$ cat src/rtl/uart_byte_tx_if.sv
// Handshake between a byte source and the UART transmitter: the byte, its start strobe,
// and the busy/done status returned to the source.
interface uart_byte_tx_if;
    logic [7:0] tx_data;
    logic       tx_start;
    logic       tx_busy;
    logic       tx_done;

    modport master (
        output tx_data,
        output tx_start,
        input  tx_busy,
        input  tx_done
    );

    modport slave (
        input  tx_data,
        input  tx_start,
        output tx_busy,
        output tx_done
    );
endinterface

$ cat src/rtl/uart_byte_tx.sv
// Byte-wide UART transmitter, 8N1 LSB first, started on a rising edge of tx_start.
// Define UART_PARITY_EN to insert a parity bit (even, or odd with PARITY_ODD=1) before stop.
module uart_byte_tx #(
    parameter int unsigned CLK_HZ     = 25_000_000,
`ifdef UART_PARITY_EN
    parameter bit          PARITY_ODD = 1'b0,
`endif
    parameter int unsigned BAUD       = 115_200
) (
    input  logic            ext_clk_25m,
    input  logic            ext_rst_n,
    uart_byte_tx_if.slave   tx_if,
    output logic            uart_tx
);

    localparam int unsigned BAUD_DIV = CLK_HZ / BAUD;
    localparam int unsigned CntW     = (BAUD_DIV > 2) ? $clog2(BAUD_DIV) : 1;
    localparam logic [CntW-1:0] DivLast = CntW'(BAUD_DIV - 1);

    localparam logic [2:0] StIdle   = 3'd0;
    localparam logic [2:0] StStart  = 3'd1;
    localparam logic [2:0] StData   = 3'd2;
    localparam logic [2:0] StStop   = 3'd3;
`ifdef UART_PARITY_EN
    localparam logic [2:0] StParity = 3'd4;
`endif

    if (BAUD_DIV < 2) begin : g_bad_div
        $error("uart_byte_tx: CLK_HZ/BAUD must be at least 2");
    end

    logic [2:0]      state_q, state_d;
    logic [CntW-1:0] baud_cnt_q, baud_cnt_d;
    logic [2:0]      bit_cnt_q, bit_cnt_d;
    logic [7:0]      shift_q, shift_d;
    logic            start_q;
    logic            tx_q, tx_d;
    logic            busy_q, busy_d;
    logic            done_q, done_d;
    logic            accept;
    logic            bit_end;
`ifdef UART_PARITY_EN
    logic            parity_q, parity_d;
`endif

    assign accept  = tx_if.tx_start & ~start_q & (state_q == StIdle);
    assign bit_end = (baud_cnt_q == DivLast);

    always_comb begin
        state_d    = state_q;
        baud_cnt_d = baud_cnt_q;
        bit_cnt_d  = bit_cnt_q;
        shift_d    = shift_q;
        done_d     = 1'b0;
`ifdef UART_PARITY_EN
        parity_d   = parity_q;
`endif

        if (state_q != StIdle) begin
            baud_cnt_d = bit_end ? '0 : baud_cnt_q + 1'b1;
        end

        case (state_q)
            StIdle: begin
                if (accept) begin
                    state_d    = StStart;
                    baud_cnt_d = '0;
                    bit_cnt_d  = '0;
                    shift_d    = tx_if.tx_data;
`ifdef UART_PARITY_EN
                    parity_d   = (^tx_if.tx_data) ^ PARITY_ODD;
`endif
                end
            end
            StStart: begin
                if (bit_end) begin
                    state_d   = StData;
                    bit_cnt_d = '0;
                end
            end
            StData: begin
                if (bit_end) begin
                    shift_d = {1'b0, shift_q[7:1]};
                    if (bit_cnt_q == 3'd7) begin
`ifdef UART_PARITY_EN
                        state_d = StParity;
`else
                        state_d = StStop;
`endif
                    end else begin
                        bit_cnt_d = bit_cnt_q + 3'd1;
                    end
                end
            end
`ifdef UART_PARITY_EN
            StParity: begin
                if (bit_end) begin
                    state_d = StStop;
                end
            end
`endif
            StStop: begin
                if (bit_end) begin
                    state_d = StIdle;
                    done_d  = 1'b1;
                end
            end
            default: begin
                state_d = StIdle;
            end
        endcase
    end

    // Line level is registered from the next state so uart_tx tracks state_q exactly.
    always_comb begin
        tx_d   = 1'b1;
        busy_d = (state_d != StIdle);
        case (state_d)
            StStart:  tx_d = 1'b0;
            StData:   tx_d = shift_d[0];
`ifdef UART_PARITY_EN
            StParity: tx_d = parity_d;
`endif
            default:  tx_d = 1'b1;
        endcase
    end

    // start_q resets high so a strobe already held at reset release is not an edge.
    always_ff @(posedge ext_clk_25m or negedge ext_rst_n) begin
        if (!ext_rst_n) begin
            state_q    <= StIdle;
            baud_cnt_q <= '0;
            bit_cnt_q  <= '0;
            shift_q    <= '0;
            start_q    <= 1'b1;
            tx_q       <= 1'b1;
            busy_q     <= 1'b0;
            done_q     <= 1'b0;
`ifdef UART_PARITY_EN
            parity_q   <= 1'b0;
`endif
        end else begin
            state_q    <= state_d;
            baud_cnt_q <= baud_cnt_d;
            bit_cnt_q  <= bit_cnt_d;
            shift_q    <= shift_d;
            start_q    <= tx_if.tx_start;
            tx_q       <= tx_d;
            busy_q     <= busy_d;
            done_q     <= done_d;
`ifdef UART_PARITY_EN
            parity_q   <= parity_d;
`endif
        end
    end

    assign uart_tx       = tx_q;
    assign tx_if.tx_busy = busy_q;
    assign tx_if.tx_done = done_q;

endmodule
$ cat src/flat_wrapper.sv
// flat-port wrapper written by rule: the top's interface ports become plain ports
module uart_byte_tx_flat 
#(
    parameter int unsigned CLK_HZ     = 25_000_000,

    parameter int unsigned BAUD       = 115_200
)
  (ext_clk_25m, ext_rst_n, uart_tx, tx_if_tx_data, tx_if_tx_start, tx_if_tx_busy, tx_if_tx_done);
  uart_byte_tx_if tx_if_i ();
  input  logic ext_clk_25m;
  input  logic ext_rst_n;
  output logic uart_tx;
  input wire logic [$bits(tx_if_i.tx_data)-1:0] tx_if_tx_data;
  input wire logic [$bits(tx_if_i.tx_start)-1:0] tx_if_tx_start;
  output wire logic [$bits(tx_if_i.tx_busy)-1:0] tx_if_tx_busy;
  output wire logic [$bits(tx_if_i.tx_done)-1:0] tx_if_tx_done;
  assign tx_if_i.tx_data = tx_if_tx_data;
  assign tx_if_i.tx_start = tx_if_tx_start;
  assign tx_if_tx_busy = tx_if_i.tx_busy;
  assign tx_if_tx_done = tx_if_i.tx_done;
  uart_byte_tx #(.CLK_HZ(CLK_HZ), .BAUD(BAUD)) u_core (.ext_clk_25m(ext_clk_25m), .ext_rst_n(ext_rst_n), .tx_if(tx_if_i), .uart_tx(uart_tx));
endmodule
$ cat config.mk
export PLATFORM = sky130hd
export DESIGN_NAME = uart_byte_tx_flat
export DESIGN_NICKNAME = d
export VERILOG_FILES = /design/src/rtl/uart_byte_tx_if.sv /design/src/rtl/uart_byte_tx.sv /design/src/flat_wrapper.sv
export SDC_FILE = /design/constraint.sdc
export NUM_CORES = 1
export LEC_CHECK = 0
export BUFFER_PORTS_ARGS = -buffer_cell sky130_fd_sc_hd__buf_2
export CORE_MARGIN = 3
export CORE_UTILIZATION = 52
export CTS_BUF_LIST = sky130_fd_sc_hd__clkbuf_4 sky130_fd_sc_hd__clkbuf_8 sky130_fd_sc_hd__clkbuf_16
export CTS_CLUSTER_DIAMETER = 200
export DETAILED_ROUTE_END_ITERATION = 7
export GPL_TIMING_DRIVEN = 0
export PLACE_DENSITY = 0.75
export SYNTH_ARGS = -nofsm -noshare
export SYNTH_HDL_FRONTEND = slang
export SYNTH_SLANG_ARGS = --single-unit
$ cat constraint.sdc
create_clock -name ext_clk_25m -period 2.4 [get_ports ext_clk_25m]
set_input_delay 0.48 -clock ext_clk_25m [delete_from_list [all_inputs] [get_ports ext_clk_25m]]
set_output_delay 0.48 -clock ext_clk_25m [all_outputs]
set_load 0.01 [all_outputs]
==> run summary, run 1 <==
Leak -> 0.711 nW
clock buffer depth -> 2
DRT Wirelength -> 2530 um
syn nets -> 146
met2 usage -> 27.1%
Die W -> 57.5 um
Final Slew Violations -> 0
DRC marker count from the first detailed-route iteration -> 48
drt pass-1 iters -> 4
floorplan core area -> 2500 um2
Tot GR Track Use -> 17.8%
IO Count -> 14
post_cts resized -> 0
wire per inst -> 14.2 um
worst vdd ir -> 0.433 mV
Initial Utilization -> 55.1%
WS Path Type -> reg -> reg
flops & latches, synth -> 26
Critical path origin -> u_core.baud_cnt_q[0]$_DFF_PN0_
Final Hold Viols -> 0
endpoint type of the worst setup path -> flop
status -> finished clean
clk_lat worst skew -> 330 ps
async set-reset flop share out of synthesis -> 100%
CTS Hold Bufs -> 0
mapped cell area -> 1380 um2
first-pass GRT wire length -> 4630 um
most crowded layer after global routing -> met2
layout cells sized above 1 -> 23.0%
CP max FO -> 9
M1 GR Usage -> 26.2%
Vias/cell -> 5.71
CTS Buf Count -> 3
# clock sinks -> 26
vias -> 1017
pre-CTS setup slack -> 484 ps
Placed Area -> 1480 um2
# Post-CTS Setup Buffers -> 0
# port buffers -> 13
CTS tree -> built
cell area power density -> 636 nW/um2
Worst Skew -> 2.73 ps
H-tree levels -> 1
sequential share of the synthesized area -> 47.4%
Nets -> 164
Die Area -> 3300 um2
Final ANT Viol Nets -> 0
data required time of the worst path -> 2630 ps
highest clock rate -> 0.519 GHz
RSZ-0062 raised after global routing -> false
nature of the critical path startpoint -> flop
vias in the first global route -> 1025
Layout area overhead -> 10.1%
R2R Path Start -> u_core.baud_cnt_q[0]$_DFF_PN0_
post-route cell area -> 1520 um2
DRC errors left -> 0
met3 usage -> 3.39%
Post-synth EDFFs -> 0
Ys Warns -> 0
FP Rows -> 18
Slew @ Worst Pin -> 653 ps
initial antenna violation count -> 0
top_reg_cell synth -> dfrtp_1
largest net degree at the start of global routing -> 27
CTS clk-pin slew, worst paths -> 140 ps
Max Cap Viol -> 0
hold crit path type -> in -> async
final setup margin -> 472 ps
library cells used by synthesis -> 45
Tcrit/Tclk final -> 80.3%
crit path DAT -> 2160 ps
final setup fails -> 0
Period minus WS final -> 1930 ps
setup tns final -> 0 ps
relative max-transition margin -> 56.1%
diodes inserted -> 0
Root Buffer -> clkbuf_4
total grt overflow -> 0
die height -> 57.5 um
cell count after synthesis -> 131
Placer Congestion -> 0.803
syn avg cell area -> 10.5 um2
Post-DP HPWL -> 1860 um
[sequential cells by signal, indices dropped and copies added (netlist names)]
name,flops
u_core.baud_cnt_q,8
u_core.shift_q,8
u_core.bit_cnt_q,3
u_core.state_q,3
u_core.start_q,1
u_core.tx_if.tx_busy,1
u_core.tx_if.tx_done,1
u_core.uart_tx,1
[metrics by stage]
step	cells	utilization (%)	hold slack [ps]	power (mW)
final	178	60.7	110	0.965
after global routing	178	60.7	138	1.02
after CTS	178	60.7	143	0.968
after detailed placement	174	59.2	467	0.744
after global placement	174	59.2	459	0.728
after floorplan	131	-	184	0.684
[cell usage in the layout, fill, tap and decap left out, types with 2 or more instances in the layout]
cell type	count
ha_1	4
nor3_1	4
nand2_1	9
dfstp_2	2
a22o_1	7
nand4_1	2
nand3_1	3
inv_1	6
buf_2	14
o21ai_0	8
nand2b_1	2
buf_4	2
mux2i_1	2
dfrtp_1	24
clkbuf_4	3
a21o_1	6
a21oi_1	6
buf_6	3
nor2_1	9
nor2b_1	2
xnor2_1	4
[worst max-delay path: stages, from the launching register on]
cell     delay, ps
dfrtp_1        460
inv_1           80
ha_1           160
and4b_1        200
buf_4          150
a21oi_1         80
nor3_2         320
mux2_2         380
[layout make-up]
class | instances | area (um2)
Tap cell | 30 | 37.5
Timing Repair Buffer | 13 | 65.1
Multi-Input combinational cell | 93 | 648
Fill cell | 206 | 983
Sequential cell | 26 | 653
Clock buffer | 4 | 36.3
Inverter | 6 | 22.5
Buffer | 6 | 53.8
[logic make-up after synthesis]
| group | count (synthesis) | share of synthesized area (%) |
|---|---|---|
| AO/OA/AOI/OAI | 38 | 20.8 |
| flip-flops | 26 | 47.4 |
| other | 1 | 0.272 |
| buffers and inverters | 12 | 5.54 |
| multiplexers | 3 | 2.27 |
| XOR/XNOR | 4 | 2.54 |
| adder cells (fa/ha/maj) | 4 | 3.63 |
| AND/OR/NAND/NOR | 43 | 17.5 |
[final timing paths]
kind,slack (ps),end,cells past startpoint
setup / recovery,470,u_core.bit_cnt_q[0]$_DFFE_PN0P_,7
hold / removal,110,u_core.state_q[0]$_DFF_PN0_,1
setup reg to reg,470,u_core.bit_cnt_q[0]$_DFFE_PN0P_,7
hold reg to reg,500,u_core.shift_q[3]$_DFFE_PN0P_,1
max in group asynchronous,1910,u_core.start_q$_DFF_PN1_,1
min in group ext_clk_25m,240,u_core.start_q$_DFF_PN1_,1
[layer usage]
layer | share of wire [%] | up-vias
li1 | - | 510
met1 | 50 | 492
met2 | 46 | 13
met3 | 2.9 | 2
met4 | 0.99 | 0
met5 | 0 | -
[synth_stat cells (all sizes together), types with 2 or more instances]
cell type	count	area share, %
inv	6	1.6
nor2	11	3.7
ha	4	3.6
nand4	2	0.91
dfrtp	24	44
nand3	3	1.1
buf	6	3.9
a22o	8	5.2
nor3	5	2.2
nor2b	2	0.91
o21ai	9	4.1
a21oi	6	2.2
xnor2	4	2.5
nand2	9	2.5
a21o	6	3.3
nand2b	2	0.91
mux2i	2	1.5
dfstp	2	3.8
[report_power, final]
group          switching, mW  internal [mW]
Combinational         0.0884         0.0869
Sequential            0.0574          0.501
Clock                  0.137         0.0930
Note: power is estimated with default switching activity, not from simulation.
==> run 2: changes to the inputs <==
ABC_AREA = 1   (was unset)
PLACE_DENSITY = 0.77   (was 0.75)
clock period = 1.63 ns   (was 2.4 ns; I/O delays follow)
==> run 2 against run 1 <==
Effect of this change: routed wire length up 7.5%; clock skew up 2.4 ps; register-to-register slack worse by 360 ps; clock power up 91%; worst hold slack worse by 15 ps; highest routed layer unchanged.
==> run summary, run 2 <==
r2r endpoint -> u_core.uart_tx$_DFF_PN1_
FP Rows -> 18
Leak -> 0.840 nW
CTS Buf Count -> 3
vias in the first global route -> 1186
final setup fails -> 0
data required time of the worst path -> 1900 ps
R2R depth -> 11
DRC errors left -> 0
Worst Skew -> 5.12 ps
total grt overflow -> 0
Die W -> 58.4 um
DRT Wirelength -> 2720 um
fillers -> 207
clock buffer depth -> 2
sequential share of the synthesized area -> 45.7%
hold_sp -> tx_if_tx_start
top-count cell post-synth -> nand2_1
top flop regs -> u_core.baud_cnt_q: 8 flops, u_core.shift_q: 8 flops
mapped cell area -> 1430 um2
Worst Hold Depth -> 1
# port buffers -> 13
crit path DAT -> 1790 ps
CTS tree -> built
Die Area -> 3420 um2
commonest non-fill, non-tap cell in the layout -> nand2_1
Post-synth EDFFs -> 0
Total Power -> 1.51 mW
Final Hold Viols -> 0
Nets -> 203
max incr delay on CP -> 430 ps
Initial Utilization -> 56.2%
R2R setup slack -> 110 ps
Synth top cells by count -> nand2_1 (35), nand3_1 (26), dfrtp_1 (24)
flops & latches, synth -> 26
first-pass GRT wire length -> 4670 um
synth top area cells -> dfrtp_1 (42%), nand2_1 (9.2%), nand3_1 (9.1%), inv_1 (5.0%), dfstp_2 (3.7%)
Final ANT Viol Nets -> 0
setup tns final -> 0 ps
IO Count -> 14
endpoint type of the worst setup path -> flop
floorplan core area -> 2540 um2
die height -> 58.4 um
relative max-transition margin -> 61.0%
Max Cap Viol -> 0
Period minus WS final -> 1520 ps
critical-path cell list -> inv_2, ha_1, nand2_1, inv_2, nand2_2, nor2_4, nand2_2, nand3_2, nand2_2, nand2_1, nand2_1
WS Path Type -> reg -> reg
Layout Utilization -> 63.7%
library cells used by synthesis -> 30
R2R Path Start -> u_core.baud_cnt_q[0]$_DFF_PN0_
H-tree levels -> 1
Final Slew Violations -> 0
worst vdd ir -> 0.666 mV
nature of the critical path startpoint -> flop
async set-reset flop share out of synthesis -> 100%
Root Buffer -> clkbuf_4
Placer Congestion -> 0.823
Worst Path Buf+Inv -> 2
Placed Area -> 1530 um2
initial antenna violation count -> 0
Hold EP -> u_core.start_q$_DFF_PN1_
DRC marker count from the first detailed-route iteration -> 56
most frequent cells in the layout -> nand2_1 (33), nand3_1 (26), dfrtp_1 (24), inv_1 (17), buf_2 (13)
status -> finished clean
Ys Warns -> 0
diodes inserted -> 0
Layout area overhead -> 13.4%
cell count after synthesis -> 166
hold crit path type -> in -> reg
post-route cell area -> 1620 um2
post-synth top area share -> 42.0%
syn nets -> 181
clk_lat worst skew -> 320 ps
# clock sinks -> 26
top_reg_cell synth -> dfrtp_1
highest clock rate -> 0.658 GHz
drt pass-1 iters -> 6
largest net degree at the start of global routing -> 27
vias -> 1174
area leader, netlist -> dfrtp_1
layout cells sized above 1 -> 27.8%
CP max stage cell -> dfrtp_1
syn avg cell area -> 8.62 um2
Slew @ Worst Pin -> 585 ps
CP max FO -> 5
Post-DP HPWL -> 1950 um
CP top delay family -> simple AND/OR/NAND/NOR gates
CTS clk-pin slew, worst paths -> 140 ps
Tot GR Track Use -> 17.6%
wire per inst -> 12.5 um
Tcrit/Tclk final -> 93.3%
Vias/cell -> 5.41
cell area power density -> 932 nW/um2
run 2: kinds of logic (layout without fill, tap and decap cells):
group	after synthesis	after routing	share of synthesized area, %
AND/OR/NAND/NOR	96	97	36.8
other	1	1	0.262
AO/OA/AOI/OAI	14	14	5.77
adder cells (fa/ha/maj)	4	4	3.50
buffers and inverters	24	44	7.35
flip-flops	26	26	45.7
XOR/XNOR	1	1	0.613
run 2: timing repair:
item / CTS / global route
endpoints found under the setup margin: 0 / 7
gates resized for setup: 0 / 4
endpoints found under the hold margin: 13 / 0
setup buffers: 0 / 2
hold buffers: 1 / 0
run 2: final cells by class:
class | count | area (um2) | area share [%]
multi-input combinational | 117 | 683 | 42.1
sequential | 26 | 653 | 40.3
inverter | 23 | 93.8 | 5.79
timing repair buffer | 16 | 90.1 | 5.56
tap | 30 | 37.5 | 2.31
clock inverter | 1 | 30.0 | 1.85
clock buffer | 3 | 22.5 | 1.39
buffer | 1 | 11.3 | 0.694
run 2: worst max-delay path by stage:
stage	start	slack, ps	cells after the start	to
floorplan	u_core.baud_cnt_q[0]$_DFF_PN0_	270	11	u_core.uart_tx$_DFF_PN1_
global placement	u_core.baud_cnt_q[0]$_DFF_PN0_	150	11	u_core.uart_tx$_DFF_PN1_
detailed placement	u_core.baud_cnt_q[0]$_DFF_PN0_	120	11	u_core.uart_tx$_DFF_PN1_
CTS	u_core.baud_cnt_q[0]$_DFF_PN0_	110	11	u_core.uart_tx$_DFF_PN1_
global route	u_core.baud_cnt_q[0]$_DFF_PN0_	-3	12	u_core.uart_tx$_DFF_PN1_
finish	u_core.baud_cnt_q[0]$_DFF_PN0_	110	11	u_core.uart_tx$_DFF_PN1_
run 2: metrics by stage:
step | setup slack (ps) | hold WS, ps | cells
floorplan | 272 | 30.4 | 166
global route | -2.99 | 81.8 | 217
finish | 110 | 95.0 | 217
CTS | 111 | 84.4 | 214
detailed placement | 118 | 360 | 209
global placement | 148 | 355 | 209
run 2: per-layer routing:
layer / vias to the layer above / global-route usage (%) / part of all wire, %
met4: 0 / 8.28 / 1.4
met2: 42 / 33.7 / 51
li1: 577 / - / -
met5: - / 0 / 0
met1: 549 / 18.9 / 43
met3: 6 / 1.97 / 4.6
run 2: power breakdown:
group	internal, mW	switching, mW
Combinational	0.121	0.157
Sequential	0.726	0.0686
Clock	0.249	0.191
Total	1.10	0.417
==> run 3: changes to the inputs <==
RECOVER_POWER = 50   (was unset)
==> run 3 against run 2 <==
Effect of this change: die area unchanged; sequential power about the same; fmax about the same; count of clock-buffer cells in the layout unchanged.
==> run summary, run 3 (same netlist as run 2, synthesis figures left out) <==
Comb power frac -> 18.3%
DRT Wirelength -> 2710 um
H-tree levels -> 1
Root Buffer -> clkbuf_4
Max Cap Viol -> 0
Final Slew Violations -> 0
Final ANT Viol Nets -> 0
layout cells sized above 1 -> 27.3%
R2R setup slack -> 110 ps
DRC marker count from the first detailed-route iteration -> 56
Placer Congestion -> 0.823
# port buffers -> 13
Final Non-Filler Cells -> 217
Critical path origin -> u_core.baud_cnt_q[0]$_DFF_PN0_
Register Area -> 653 um2
Vias/cell -> 5.40
Die W -> 58.4 um
initial antenna violation count -> 0
worst vdd ir -> 0.666 mV
r2r endpoint -> u_core.uart_tx$_DFF_PN1_
cell area power density -> 933 nW/um2
Initial Utilization -> 56.2%
Worst Skew -> 5.24 ps
commonest non-fill, non-tap cell in the layout -> nand2_1
DRC errors left -> 0
hold crit path type -> in -> reg
Total Power -> 1.51 mW
relative max-transition margin -> 56.5%
clk_lat worst skew -> 320 ps
sequential power share -> 52.6%
internal power -> 1.09 mW
most frequent cells in the layout -> nand2_1 (33), nand3_1 (26), dfrtp_1 (24), inv_1 (17), buf_2 (11)
Nets -> 203
IO Count -> 14
CTS clk-pin slew, worst paths -> 140 ps
wire per inst -> 12.5 um
die height -> 58.4 um
Post-DP HPWL -> 1950 um
CP max FO -> 5
hold_ws -> 80.7 ps
top flop regs -> u_core.baud_cnt_q: 8 flops, u_core.shift_q: 8 flops
Final Hold Viols -> 0
WS Path Type -> reg -> reg
CP max stage cell -> dfrtp_1
crit path DAT -> 1790 ps
clock buffer depth -> 2
Slew @ Worst Pin -> 652 ps
floorplan core area -> 2540 um2
FP Rows -> 18
Tcrit/Tclk final -> 93.3%
vias in the first global route -> 1186
largest net degree at the start of global routing -> 27
R2R depth -> 11
Leak -> 0.837 nW
status -> finished clean
endpoint type of the worst setup path -> flop
Clock power frac -> 29.1%
Placed Area -> 1530 um2
max incr delay on CP -> 430 ps
CTS Buf Count -> 3
post-route cell area -> 1620 um2
Tot GR Track Use -> 17.6%
drt pass-1 iters -> 6
# clock sinks -> 26
nature of the critical path startpoint -> flop
Critical Path End -> u_core.uart_tx$_DFF_PN1_
dpl cells -> 209
Period minus WS final -> 1520 ps
P_sw -> 0.417 mW
Layout Utilization -> 63.7%
CTS tree -> built
sw frac -> 27.6%
final setup fails -> 0
total grt overflow -> 0
fillers -> 208
R2R Path Start -> u_core.baud_cnt_q[0]$_DFF_PN0_
data required time of the worst path -> 1900 ps
vias -> 1171
diodes inserted -> 0
Die Area -> 3420 um2
first-pass GRT wire length -> 4670 um
Layout area overhead -> 13.3%
multi-input logic area -> 683 um2
critical-path cell list -> inv_2, ha_1, nand2_1, inv_2, nand2_2, nor2_4, nand2_2, nand3_2, nand2_2, nand2_1, nand2_1
highest clock rate -> 0.658 GHz
-- run 3: worst min path at each step --
stage	start	to	cells past startpoint
floorplan	ext_rst_n	u_core.baud_cnt_q[0]$_DFF_PN0_	0
global placement	ext_rst_n	u_core.bit_cnt_q[1]$_DFFE_PN0P_	1
detailed placement	ext_rst_n	u_core.bit_cnt_q[2]$_DFFE_PN0P_	1
CTS	tx_if_tx_start	u_core.start_q$_DFF_PN1_	1
global route	tx_if_tx_start	u_core.start_q$_DFF_PN1_	1
finish	tx_if_tx_start	u_core.start_q$_DFF_PN1_	1
-- run 3: metrics by stage --
stage | TNS [ps] | worst slack [ps]
floorplan | 0 | 272
global placement | 0 | 148
detailed placement | 0 | 118
CTS | 0 | 111
global route | -2.99 | -2.99
finish | 0 | 110
-- run 3: power by group through the flow --
stage | Sequential (mW) | Combinational [mW] | Clock, mW
after detailed placement | 0.805 | 0.249 | 0
after floorplan | 0.793 | 0.184 | 0
after global routing | 0.805 | 0.321 | 0.473
final | 0.794 | 0.277 | 0.440
after CTS | 0.792 | 0.253 | 0.449
after global placement | 0.801 | 0.236 | 0
-- run 3: final cells by class --
class                      instances  area share [%]
inverter                          23            5.79
sequential                        26            40.3
timing repair buffer              16            5.48
tap                               30            2.32
multi-input combinational        117            42.2
buffer                             1           0.695
clock inverter                     1            1.85
clock buffer                       3            1.39
-- run 3: worst max-delay path, delay by kind of cell (launching register included) --
family                   cells  cell delay, ps
AND/OR/NAND/NOR              8             760
flip-flops                   1             430
buffers and inverters        2             160
adder cells (fa/ha/maj)      1             140
-- run 3: what timing repair did --
action	4_1_cts	5_1_grt
endpoints found under the hold margin	13	0
setup buffers	0	2
endpoints found under the setup margin	0	7
hold buffers	1	0
gates resized for setup	0	4
-- run 3: layer usage --
metal / global-route usage, % / part of all wire [%]
met4: 8.28 / 1.4
met2: 33.7 / 51
met3: 1.97 / 4.6
met1: 18.9 / 43
met5: 0 / 0
